<file path="config.mk">
export PLATFORM = sky130hd
export DESIGN_NAME = pipe_mem_arbiter
export DESIGN_NICKNAME = d
export VERILOG_FILES = /design/src/rtl/pipe_mem_arbiter.sv
export SDC_FILE = /design/constraint.sdc
export NUM_CORES = 1
export LEC_CHECK = 0
export BUFFER_PORTS_ARGS = -buffer_cell sky130_fd_sc_hd__buf_2
export CAP_MARGIN = 20
export CORE_MARGIN = 2
export CORE_UTILIZATION = 47
export DETAILED_ROUTE_END_ITERATION = 7
export PLACE_DENSITY = 0.78
export SLEW_MARGIN = 0
export SYNTH_ARGS = -nofsm -noshare
export SYNTH_HDL_FRONTEND = slang
export SYNTH_SLANG_ARGS = --single-unit
</file>
<file path="constraint.sdc">
create_clock -name clk -period 2.1 [get_ports clk]
set_input_delay 0.105 -clock clk [delete_from_list [all_inputs] [get_ports clk]]
set_output_delay 0.105 -clock clk [all_outputs]
set_load 0.05 [all_outputs]
</file>
<file path="src/rtl/pipe_mem_arbiter.sv">
// Arbitrates instruction-fetch and data-memory requests onto one single-port memory.
// DM has priority; IF wins after two consecutive DM grants that it had to wait through.
module pipe_mem_arbiter #(
    parameter int unsigned MAX_WAIT = 15
) (
    input  logic        clk,
    input  logic        rstn,
    input  logic        if_req,
    input  logic [31:0] if_addr,
    output logic [31:0] if_rdata,
    output logic        if_ready,
    input  logic        dm_req,
    input  logic        dm_we,
    input  logic [31:0] dm_addr,
    input  logic [31:0] dm_wdata,
    input  logic [3:0]  dm_be,
    output logic [31:0] dm_rdata,
    output logic        dm_ready,
    output logic        mem_req,
    output logic        mem_we,
    output logic [31:0] mem_addr,
    output logic [31:0] mem_wdata,
    output logic [3:0]  mem_be,
    input  logic [31:0] mem_rdata,
    input  logic        mem_ack,
    output logic        stall_if,
    output logic        stall_mem,
    output logic        err,
    output logic [1:0]  state_dbg
);

    typedef enum logic [1:0] {
        IDLE    = 2'd0,
        BUSY_IF = 2'd1,
        BUSY_DM = 2'd2,
        RESP    = 2'd3
    } state_t;

    localparam logic [3:0] WAIT_LIMIT = 4'(MAX_WAIT);

    state_t      state_q, state_d;
    logic [3:0]  wait_q, wait_d;
    logic [1:0]  starve_q, starve_d;
    logic        mem_req_q, mem_req_d;
    logic        mem_we_q, mem_we_d;
    logic [31:0] mem_addr_q, mem_addr_d;
    logic [31:0] mem_wdata_q, mem_wdata_d;
    logic [3:0]  mem_be_q, mem_be_d;
    logic [31:0] if_rdata_q, if_rdata_d;
    logic        if_ready_q, if_ready_d;
    logic [31:0] dm_rdata_q, dm_rdata_d;
    logic        dm_ready_q, dm_ready_d;
    logic        err_q, err_d;
    logic        if_wins;

    // Handshake: a requester holds x_req and its payload until the one-cycle
    // x_ready pulse; the cycle carrying x_ready is the only cycle x_rdata is fresh.
    assign if_wins = if_req && (starve_q == 2'd2);

    always_comb begin
        state_d     = state_q;
        wait_d      = wait_q;
        starve_d    = starve_q;
        mem_req_d   = mem_req_q;
        mem_we_d    = mem_we_q;
        mem_addr_d  = mem_addr_q;
        mem_wdata_d = mem_wdata_q;
        mem_be_d    = mem_be_q;
        if_rdata_d  = if_rdata_q;
        if_ready_d  = 1'b0;
        dm_rdata_d  = dm_rdata_q;
        dm_ready_d  = 1'b0;
        err_d       = err_q;

        if (!if_req) begin
            starve_d = 2'd0;
        end

        case (state_q)
            IDLE: begin
                wait_d = 4'd0;
                if (dm_req && !if_wins) begin
                    state_d     = BUSY_DM;
                    mem_req_d   = 1'b1;
                    mem_we_d    = dm_we;
                    mem_addr_d  = dm_addr;
                    mem_wdata_d = dm_wdata;
                    mem_be_d    = dm_be;
                    if (if_req) begin
                        starve_d = starve_q + 2'd1;
                    end
                end else if (if_req) begin
                    state_d    = BUSY_IF;
                    mem_req_d  = 1'b1;
                    mem_we_d   = 1'b0;
                    mem_addr_d = if_addr;
                    mem_be_d   = 4'hF;
                    starve_d   = 2'd0;
                end
            end
            BUSY_IF, BUSY_DM: begin
                if (mem_ack) begin
                    state_d   = RESP;
                    mem_req_d = 1'b0;
                    if (state_q == BUSY_IF) begin
                        if_rdata_d = mem_rdata;
                        if_ready_d = 1'b1;
                    end else begin
                        dm_rdata_d = mem_rdata;
                        dm_ready_d = 1'b1;
                    end
                end else if (wait_q + 4'd1 == WAIT_LIMIT) begin
                    // Timeout: complete the access with zero data and latch the error.
                    state_d   = RESP;
                    mem_req_d = 1'b0;
                    err_d     = 1'b1;
                    if (state_q == BUSY_IF) begin
                        if_rdata_d = 32'd0;
                        if_ready_d = 1'b1;
                    end else begin
                        dm_rdata_d = 32'd0;
                        dm_ready_d = 1'b1;
                    end
                end else begin
                    wait_d = wait_q + 4'd1;
                end
            end
            RESP: begin
                state_d = IDLE;
            end
            default: begin
                state_d = IDLE;
            end
        endcase
    end

    always_ff @(posedge clk) begin
        if (!rstn) begin
            state_q     <= IDLE;
            wait_q      <= 4'd0;
            starve_q    <= 2'd0;
            mem_req_q   <= 1'b0;
            mem_we_q    <= 1'b0;
            mem_addr_q  <= 32'd0;
            mem_wdata_q <= 32'd0;
            mem_be_q    <= 4'd0;
            if_rdata_q  <= 32'd0;
            if_ready_q  <= 1'b0;
            dm_rdata_q  <= 32'd0;
            dm_ready_q  <= 1'b0;
            err_q       <= 1'b0;
        end else begin
            state_q     <= state_d;
            wait_q      <= wait_d;
            starve_q    <= starve_d;
            mem_req_q   <= mem_req_d;
            mem_we_q    <= mem_we_d;
            mem_addr_q  <= mem_addr_d;
            mem_wdata_q <= mem_wdata_d;
            mem_be_q    <= mem_be_d;
            if_rdata_q  <= if_rdata_d;
            if_ready_q  <= if_ready_d;
            dm_rdata_q  <= dm_rdata_d;
            dm_ready_q  <= dm_ready_d;
            err_q       <= err_d;
        end
    end

    assign mem_req   = mem_req_q;
    assign mem_we    = mem_we_q;
    assign mem_addr  = mem_addr_q;
    assign mem_wdata = mem_wdata_q;
    assign mem_be    = mem_be_q;
    assign if_rdata  = if_rdata_q;
    assign if_ready  = if_ready_q;
    assign dm_rdata  = dm_rdata_q;
    assign dm_ready  = dm_ready_q;
    assign err       = err_q;
    assign state_dbg = state_q;
    assign stall_if  = if_req & ~if_ready_q;
    assign stall_mem = dm_req & ~dm_ready_q;

endmodule

</file>
After elaboration in Yosys (flattened, before gate mapping)
Cells that the tools add are included.
{"block": "totals", "input_bits": 138, "elab_cells": 85, "out_inout_bits": 141, "reg_bits": 145}
{"block": "classes", "mux": 38, "eq_ne": 9, "n_reduce_logical": 17, "add_sub_neg": 2, "n_bitwise": 6}
{"op": "2-to-1 mux 32 bit", "n": 10}
{"op": "2-to-1 mux 2 bit", "n": 9}
{"op": "2-to-1 mux 4 bit", "n": 4}
{"op": "AND reduction 3 bit", "n": 5}
{"op": "2-to-1 mux 1 bit", "n": 12}
{"op": "case mux 4 bit (2 select lines)", "n": 1}
{"op": "AND reduction 2 bit", "n": 4}
{"op": "== test 2 bit, second input constant", "n": 3}
{"op": "inequality test 3 bit, second input constant", "n": 2}
{"op": "case mux 2 bit (3 select lines)", "n": 1}
{"op": "nonzero test 2 bit", "n": 3}
{"op": "adder 4 x 1 -> 4 bit, second input constant", "n": 1}
{"op": "== test 4 bit, second input constant", "n": 1}
{"op": "inequality test 2 bit, second input constant", "n": 2}
{"op": "inverter 1 bit", "n": 4}
{"op": "adder 2 x 1 -> 2 bit, second input constant", "n": 1}
{"op": "AND 1 bit", "n": 2}
{"op": "== test 2 x 1 -> 1 bit, second input constant", "n": 1}
{"op": "logical AND 1 bit", "n": 2}
{"op": "zero test 2 bit", "n": 1}
{"op": "case mux 1 bit (2 select lines)", "n": 1}
{"op": "OR reduction 2 bit", "n": 1}
{"op": "zero test 1 bit", "n": 1}

Depth between registers and ports, before layout
Gate-level depths: netlist of run 1.
{"block": "logic_depth", "depth_word": 6, "mapped_depth": 9, "mapped_depth_nobuf": 7}

Worst setup path after synthesis of run 1
Ideal clock, no wire load.
{"block": "synth_path", "path_type": "register -> register", "from": "reg state_q[1] (netlist: state_dbg[1])", "to": "reg if_rdata_q[23] (netlist: if_rdata[23])", "t_arrival_ns": 2.039, "path_slack_ns": -0.027, "path_stages_with_launch": 9, "t_required_ns": 2.012, "cell_sequence": "dfxtp_1 -> inv_1 -> ha_1 -> buf_2 -> and3_1 -> buf_4 -> buf_2 -> a21oi_1 -> a311oi_2"}
{"block": "synth_between", "elab_chain_cells": 3, "word_cells_on_any_way": 4}
{"element": "from (decl)", "line_no": "41", "rtl": "state_t state_q, state_d;"}
{"element": "from (signal assigned)", "line_no": "153", "rtl": "state_q <= state_d;"}
{"element": "== test 2 x 1 -> 1 bit or == test 2 bit (tied branches)", "line_no": "79, 105, 117"}
{"element": "OR reduction 2 bit", "line_no": "79", "rtl": "case (state_q)"}
{"element": "AND reduction 3 bit (no source line) *"}
{"element": "to (signal assigned)", "line_no": "161", "rtl": "if_rdata_q <= if_rdata_d;"}
{"element": "to (decl)", "line_no": "49", "rtl": "logic [31:0] if_rdata_q, if_rdata_d;"}
Mark *: on every way between the ends. The rest lies on a longest branch, timed or not.
A chain may end at the register's enable or synchronous reset.

Final worst setup path of run 1
{"block": "layout_path", "from": "reg wait_q[1]", "to": "reg dm_rdata_q[7] (netlist: dm_rdata[7])"}
{"block": "layout_between", "elab_chain_cells": 4}
{"element": "from (decl)", "line_no": "42", "rtl": "logic [3:0] wait_q, wait_d;"}
{"element": "from (signal assigned)", "line_no": "154", "rtl": "wait_q <= wait_d;"}
{"element": "adder 4 x 1 -> 4 bit", "line_no": "112", "rtl": "end else if (wait_q + 4'd1 == WAIT_LIMIT) begin"}
{"element": "== test 4 bit", "line_no": "112"}
{"element": "nonzero test 2 bit (no source line)"}
{"element": "AND reduction 3 bit (no source line)"}
{"element": "to (signal assigned)", "line_no": "163", "rtl": "dm_rdata_q <= dm_rdata_d;"}
{"element": "to (decl)", "line_no": "51", "rtl": "logic [31:0] dm_rdata_q, dm_rdata_d;"}
No other way between the ends.

==> results of run 1 <==
registers in the layout (all words and copies together), names as in the netlist, 2 cells and up:
name and count:
mem_wdata 32, mem_addr 32, if_rdata 32, dm_rdata 32, mem_be 4, wait_q 4, starve_q 2, state_dbg 2
through the flow:
stage	utilization [%]	cell area [sq um]	hold WS, ns	setup WS, ns	cells
floorplan	-	6170	0.240	0.166	685
global placement	60.6	7700	0.347	0.293	1087
detailed placement	60.6	7700	0.352	0.246	1087
CTS	71.2	9050	0.0117	0.171	1189
global route	71.2	9050	0.0345	0.0257	1189
finish	71.2	9050	0.0251	0.162	1189
power by group:
part | internal (W) | switching [W]
Combinational | 0.00139 | 0.00391
Clock | 0.00214 | 0.00113
Sequential | 0.00335 | 0.000311
what timing repair did:
action	in CTS	in global routing
gates resized for setup	0	0
endpoints found under the hold margin	99	0
hold buffers	70	0
cell usage in the layout, fill, tap and decap left out, drive strengths merged, types with 6 or more instances in the layout:
master / Yosys / final
a21boi: 23 / 23
mux2i: 34 / 34
o31ai: 32 / 32
dlygate4sd3: 0 / 70
nand2: 142 / 142
clkbuf: 30 / 23
nor2: 40 / 40
a211oi: 31 / 31
a311oi: 33 / 33
buf: 38 / 298
a21oi: 78 / 78
dfxtp: 145 / 145
ha: 6 / 6
cell type report:
class | instances | share of cell area (%)
Multi-Input combinational cell | 466 | 32.2
Inverter | 6 | 0.263
Clock buffer | 23 | 5.50
Sequential cell | 145 | 32.1
Tap cell | 172 | 2.38
Clock inverter | 9 | 1.67
Timing Repair Buffer | 368 | 25.9
worst max-delay path, delay by kind of cell, from the launching register on:
family,cells,cell delay (ns)
flip-flops,1,0.44
buffers and inverters,1,0.20
adder cells (fa/ha/maj),1,0.22
AO/OA/AOI/OAI,4,0.63
AND/OR/NAND/NOR,1,0.30
synth_stat cells (2+ instances only):
| cell type | instances | area (sq um) |
|---|---|---|
| a311oi_2 | 9 | 135 |
| mux2i_1 | 34 | 340 |
| a21boi_0 | 20 | 150 |
| and2_1 | 4 | 25.0 |
| inv_1 | 5 | 18.8 |
| o31ai_1 | 23 | 173 |
| nor2_1 | 40 | 150 |
| nor2b_1 | 3 | 18.8 |
| and3_1 | 3 | 18.8 |
| a21oi_1 | 78 | 390 |
| a311oi_1 | 24 | 210 |
| o221a_2 | 4 | 45.0 |
| dfxtp_1 | 145 | 2900 |
| buf_4 | 4 | 30.0 |
| clkbuf_1 | 28 | 105 |
| o21ai_0 | 2 | 10.0 |
| a211oi_1 | 31 | 233 |
| buf_1 | 3 | 11.3 |
| o31ai_2 | 9 | 113 |
| a31oi_1 | 3 | 18.8 |
| nand2_1 | 142 | 533 |
| nand4_1 | 3 | 18.8 |
| a21boi_1 | 3 | 22.5 |
| buf_2 | 26 | 130 |
| nand3_1 | 5 | 25.0 |
| buf_6 | 5 | 56.3 |
| nand2b_1 | 3 | 18.8 |
| ha_1 | 6 | 75.1 |
layer usage:
| metal | track usage, % | vias up |
|---|---|---|
| li1 | - | 3089 |
| met4 | 12.2 | 0 |
| met2 | 45.4 | 253 |
| met1 | 30.5 | 2969 |
| met3 | 7.82 | 53 |
| met5 | 0 | - |
path summary, 6_finish.rpt:
check / startpoint / endpoint / slack (ns)
worst min-delay path: if_addr[20] / mem_addr[20] / 0.03
worst min register to register: mem_wdata[25] / mem_wdata[25] / 0.46
worst max-delay path: wait_q[1] / dm_rdata[7] / 0.16
worst max register to register: wait_q[1] / dm_rdata[7] / 0.16
kinds of logic (layout without fill, tap and decap cells):
logic type,after synthesis,after routing
xor gates and xnor gates,1,1
buffers and inverters,74,406
and+or+nand+nor,209,209
adders and majority gates,6,6
AOI/OAI and AO/OA,215,215
muxes,35,35
DFF,145,145
==> impl_metrics.py, run 1 <==
metrics = {
    "status": {
        "status": "finished clean",
    },
    "worst_hold_path": {
        "hold_depth": 3,
        "hold_class": "in2reg",
    },
    "die": {
        "start_util_pct": 48.5,
        "die-area_sq_mm": 0.0141,
        "rows": 41,
        "fp.dieH_microns": 119,
        "fp.dieW_microns": 119,
        "core_area_sq_mm": 0.0127,
        "io_pins": 279,
    },
    "timing": {
        "setup_viol": 0,
        "fin_skew_ns": 0.00760,
        "min_period_ns": 1.94,
        "fin_setup_tns_ns": 0,
        "rsz0062_at_grt": "no",
        "worst_pin_slew_ns": 0.571,
        "relSlewSlack_pct": 61.9,
        "period_share_pct": 92.3,
        "max_freq_mhz": 516,
        "finalMaxSlewViolations": 0,
        "finalHoldViolations": 0,
    },
    "clocking": {
        "cts_buffers": 17,
        "cts-root-buf": "clkbuf_16",
        "cts_tree": "built",
        "htreeDepth": 4,
        "cts_max_path_buffers": 2,
        "post_cts_buffers": 0,
        "clkTransAtPathRegs_ns": 0.06,
        "cts_num_sinks": 145,
        "insertion_delay_ns": 0.42,
    },
    "synthesis": {
        "synthDistinctLibCells": 48,
        "synthArstFlopShare_pct": 0,
        "syn_area_sq_mm": 0.00617,
        "synth-simple-area-share_pct": 13.8,
        "ys_ff_latch": 145,
        "synthCells": 685,
        "synth_top_family_by_area": "compound AO/OA/AOI/OAI gates",
        "ys_seq_area_share_pct": 47.0,
        "syn-num-nets": 829,
        "yosys_warnings": 0,
        "synth_fa_ha_area_share_pct": 1.22,
        "syn_area_per_cell_sq_um": 9.01,
        "synth-main-ff-cell": "dfxtp_1",
        "synth-xor-area-share_pct": 0.142,
        "synthMuxAreaShare_pct": 5.70,
        "synth_compound_area_share_pct": 26.1,
        "synth_edf_count": 0,
    },
    "drt": {
        "dr.first_iter.drc_count": 472,
        "met3_wirelength_microns": 1240,
        "topRoutingLayerUsed": "met4",
        "ant_nets": 0,
        "vias": 6364,
        "drt-total-wl_microns": 19200,
        "wl_met2_microns": 9550,
        "drc": 0,
        "firstDrtPassIters": 5,
        "viasPerCell": 5.35,
        "wl_per_cell_microns": 16.2,
        "wl_met1_microns": 7760,
    },
    "critical_path": {
        "slowest_delay_ns": 0.44,
        "crit_fanout": 33,
        "cpMaxStageDelayCell": "dfxtp_1",
        "crit_type": "reg2reg",
        "crit_chain": "ha_1 -> or2b_1 -> o21ai_4 -> a31oi_4 -> buf_12 -> o31ai_1 -> a21oi_1",
        "end_kind": "register",
        "arrival_ns": 2.22,
        "r2r_cells": 7,
        "worstSetupStartpointType": "register",
        "required_ns": 2.38,
    },
    "power_and_ir_drop": {
        "p_per_area_mw_per_mm2": 1350,
        "leakage_nw": 4.07,
        "finalPower_w": 0.0122,
        "ir_worst_vdd_uv": 774,
    },
    "global_route": {
        "grt_pass1_vias": 6162,
        "gr-usage-all-layers_pct": 26.6,
        "antenna_found_initial": 0,
        "grt_pass1_wl_microns": 30300,
        "grt_overflow": 0,
        "grt_max_degree": 70,
    },
    "finish": {
        "seqCellArea_sq_mm": 0.00291,
        "n_fill_cell": 967,
        "diodes": 0,
        "syn2layout_area_growth_pct": 46.8,
        "multi_input_area_sq_mm": 0.00292,
        "drive_above_1_share_pct": 35.7,
        "final_nets": 1148,
    },
    "place": {
        "io_buffers": 278,
        "place_congestion": 0.837,
        "dpl.hpwl_microns": 12200,
    },
    "job": {
        "drv_cap": 0,
    },
}
Note: power is estimated with default switching activity, not from simulation.
==> run 2, diff against run 1 <==
--- a/config.mk
+++ b/config.mk
@@ -7,6 +7,7 @@
 export LEC_CHECK = 0
 export BUFFER_PORTS_ARGS = -buffer_cell sky130_fd_sc_hd__buf_2
 export CAP_MARGIN = 20
+export CORE_ASPECT_RATIO = 1.75
 export CORE_MARGIN = 2
 export CORE_UTILIZATION = 47
 export DETAILED_ROUTE_END_ITERATION = 7
==> run 2 against run 1 <==
Power down 0.32%. Largest cell class unchanged. Maximum frequency up 2.2%. Sequential share of layout area up 0.14 points. Critical path depth unchanged. Sequential power about the same. Clock power about the same. Clock skew up 0.0045 ns. Critical endpoint is now dm_rdata[23]. Die area up 0.26%. Global-route usage down 0.52 points.
==> impl_metrics.py, run 2 (synthesized netlist as in run 1, its figures left out) <==
metrics = {
    "global_route": {
        "antenna_found_initial": 0,
        "gr-usage-all-layers_pct": 26.1,
        "grt_max_degree": 108,
        "grt_pass1_vias": 6080,
        "grt_pass1_wl_microns": 29700,
        "grt_overflow": 0,
    },
    "timing": {
        "setup_viol": 0,
        "relSlewSlack_pct": 64.7,
        "min_period_ns": 1.90,
        "period_share_pct": 90.2,
        "finalHoldViolations": 0,
        "fin_setup_tns_ns": 0,
        "fin_skew_ns": 0.0121,
        "finalMaxSlewViolations": 0,
        "max_freq_mhz": 528,
        "rsz0062_at_grt": "no",
        "worst_pin_slew_ns": 0.529,
    },
    "critical_path": {
        "r2r_cells": 7,
        "required_ns": 2.36,
        "reg2reg_to": "dm_rdata[23]",
        "r2r-start": "wait_q[0]",
        "cp_top_family": "compound AO/OA/AOI/OAI gates",
        "crit_type": "reg2reg",
        "worstSetupStartpointType": "register",
        "crit_fanout": 32,
        "startpoint": "wait_q[0]",
        "setup.worst_path.end": "dm_rdata[23]",
        "slowest_delay_ns": 0.37,
        "cpMaxStageDelayCell": "dfxtp_1",
        "cp.depth": 7,
        "arrival_ns": 2.16,
        "end_kind": "register",
        "rrSetupSlack_ns": 0.20,
        "crit_buf_inv": 1,
        "crit_chain": "ha_1 -> nand2b_2 -> o21ai_4 -> a31oi_4 -> buf_12 -> o31ai_1 -> a21oi_1",
    },
    "place": {
        "dpl.hpwl_microns": 12200,
        "place_congestion": 0.819,
        "io_buffers": 278,
    },
    "finish": {
        "diodes": 0,
        "drive_above_1_share_pct": 35.7,
        "n_fill_cell": 1025,
        "final_nets": 1144,
        "layout_commonest_cell": "buf_2",
        "layout_common_cells": "buf_2 (278), dfxtp_1 (143), nand2_1 (142)",
        "post-route-util_pct": 70.1,
        "syn2layout_area_growth_pct": 46.1,
    },
    "die": {
        "io_pins": 279,
        "fp.dieH_microns": 156,
        "start_util_pct": 47.9,
        "core_area_sq_mm": 0.0129,
        "rows": 55,
        "fp.dieW_microns": 90.6,
        "die-area_sq_mm": 0.0141,
    },
    "clocking": {
        "cts_num_sinks": 145,
        "cts_max_path_buffers": 2,
        "clkTransAtPathRegs_ns": 0.06,
        "cts-root-buf": "clkbuf_16",
        "insertion_delay_ns": 0.41,
        "cts_buffers": 17,
        "htreeDepth": 4,
        "cts_tree": "built",
    },
    "drt": {
        "dr.first_iter.drc_count": 278,
        "firstDrtPassIters": 4,
        "drt-total-wl_microns": 18800,
        "ant_nets": 0,
        "wl_per_cell_microns": 15.9,
        "viasPerCell": 5.35,
        "drc": 0,
        "vias": 6333,
    },
    "power_and_ir_drop": {
        "ir_worst_vdd_uv": 763,
        "finalPower_w": 0.0122,
        "leakage_nw": 4.03,
        "p_per_area_mw_per_mm2": 1350,
    },
    "job": {
        "drv_cap": 0,
    },
    "worst_hold_path": {
        "hold_class": "in2reg",
    },
    "status": {
        "status": "finished clean",
    },
}
## run 2: changes by cell type in the layout (fill, tap and decap cells not counted), sizes merged
cell and change:
inv +5, clkbuf -4, buf -3, clkinv -1, dlygate4sd3 -1
## run 2: final cells by class
type,count,area (sq um),share of cell area [%]
Multi-Input combinational cell,466,2930,32.5
Sequential cell,145,2910,32.2
Timing Repair Buffer,364,2300,25.5
Clock buffer,19,443,4.91
Tap cell,171,214,2.37
Clock inverter,13,198,2.19
Inverter,6,23.8,0.264
## run 2: repair_timing
item / CTS / global route
buffers inserted: 0 / 0
gates resized for setup: 0 / 3
hold endpoints to repair: 92 / 0
hold buffers: 69 / 0
setup endpoints to repair: 0 / 1
## run 2: worst min-delay path by stage
stage,start,to,slack (ns),cells past startpoint
after floorplan,dm_wdata[17],mem_wdata[17],0.24,2
after global placement,dm_wdata[17],mem_wdata[17],0.35,3
after detailed placement,dm_wdata[27],mem_wdata[27],0.35,3
after CTS,if_req,starve_q[0],0.005,3
after global routing,if_req,starve_q[0],0.02,3
final,if_req,starve_q[0],0.03,3
## run 2: metrics by stage
stage,setup WS [ns],hold slack [ns],cells,instance area [sq um]
after floorplan,0.166,0.240,685,6170
after global placement,0.305,0.346,1083,7670
after detailed placement,0.245,0.353,1083,7670
after CTS,0.151,0.00520,1184,9000
after global routing,0.0641,0.0164,1184,9010
final,0.205,0.0256,1184,9010
## run 2: layer usage
| layer | GRT usage, % | share of wire (%) |
|---|---|---|
| met1 | 27.7 | 38 |
| met2 | 48.1 | 53 |
| met3 | 6.23 | 6.1 |
| met4 | 12.0 | 3.3 |
| met5 | 0 | 0 |
## run 2: power breakdown
part | switching (W) | internal, W
sequential | 0.000325 | 0.00335
clock | 0.00121 | 0.00205
combinational | 0.00389 | 0.00138
total | 0.00542 | 0.00678
## run 2: worst reg2reg max path: stages (launching register included)
cell and delay [ns]:
dfxtp_1 0.37, ha_1 0.24, nand2b_2 0.25, o21ai_4 0.22, a31oi_4 0.13, buf_12 0.21, o31ai_1 0.24, a21oi_1 0.11
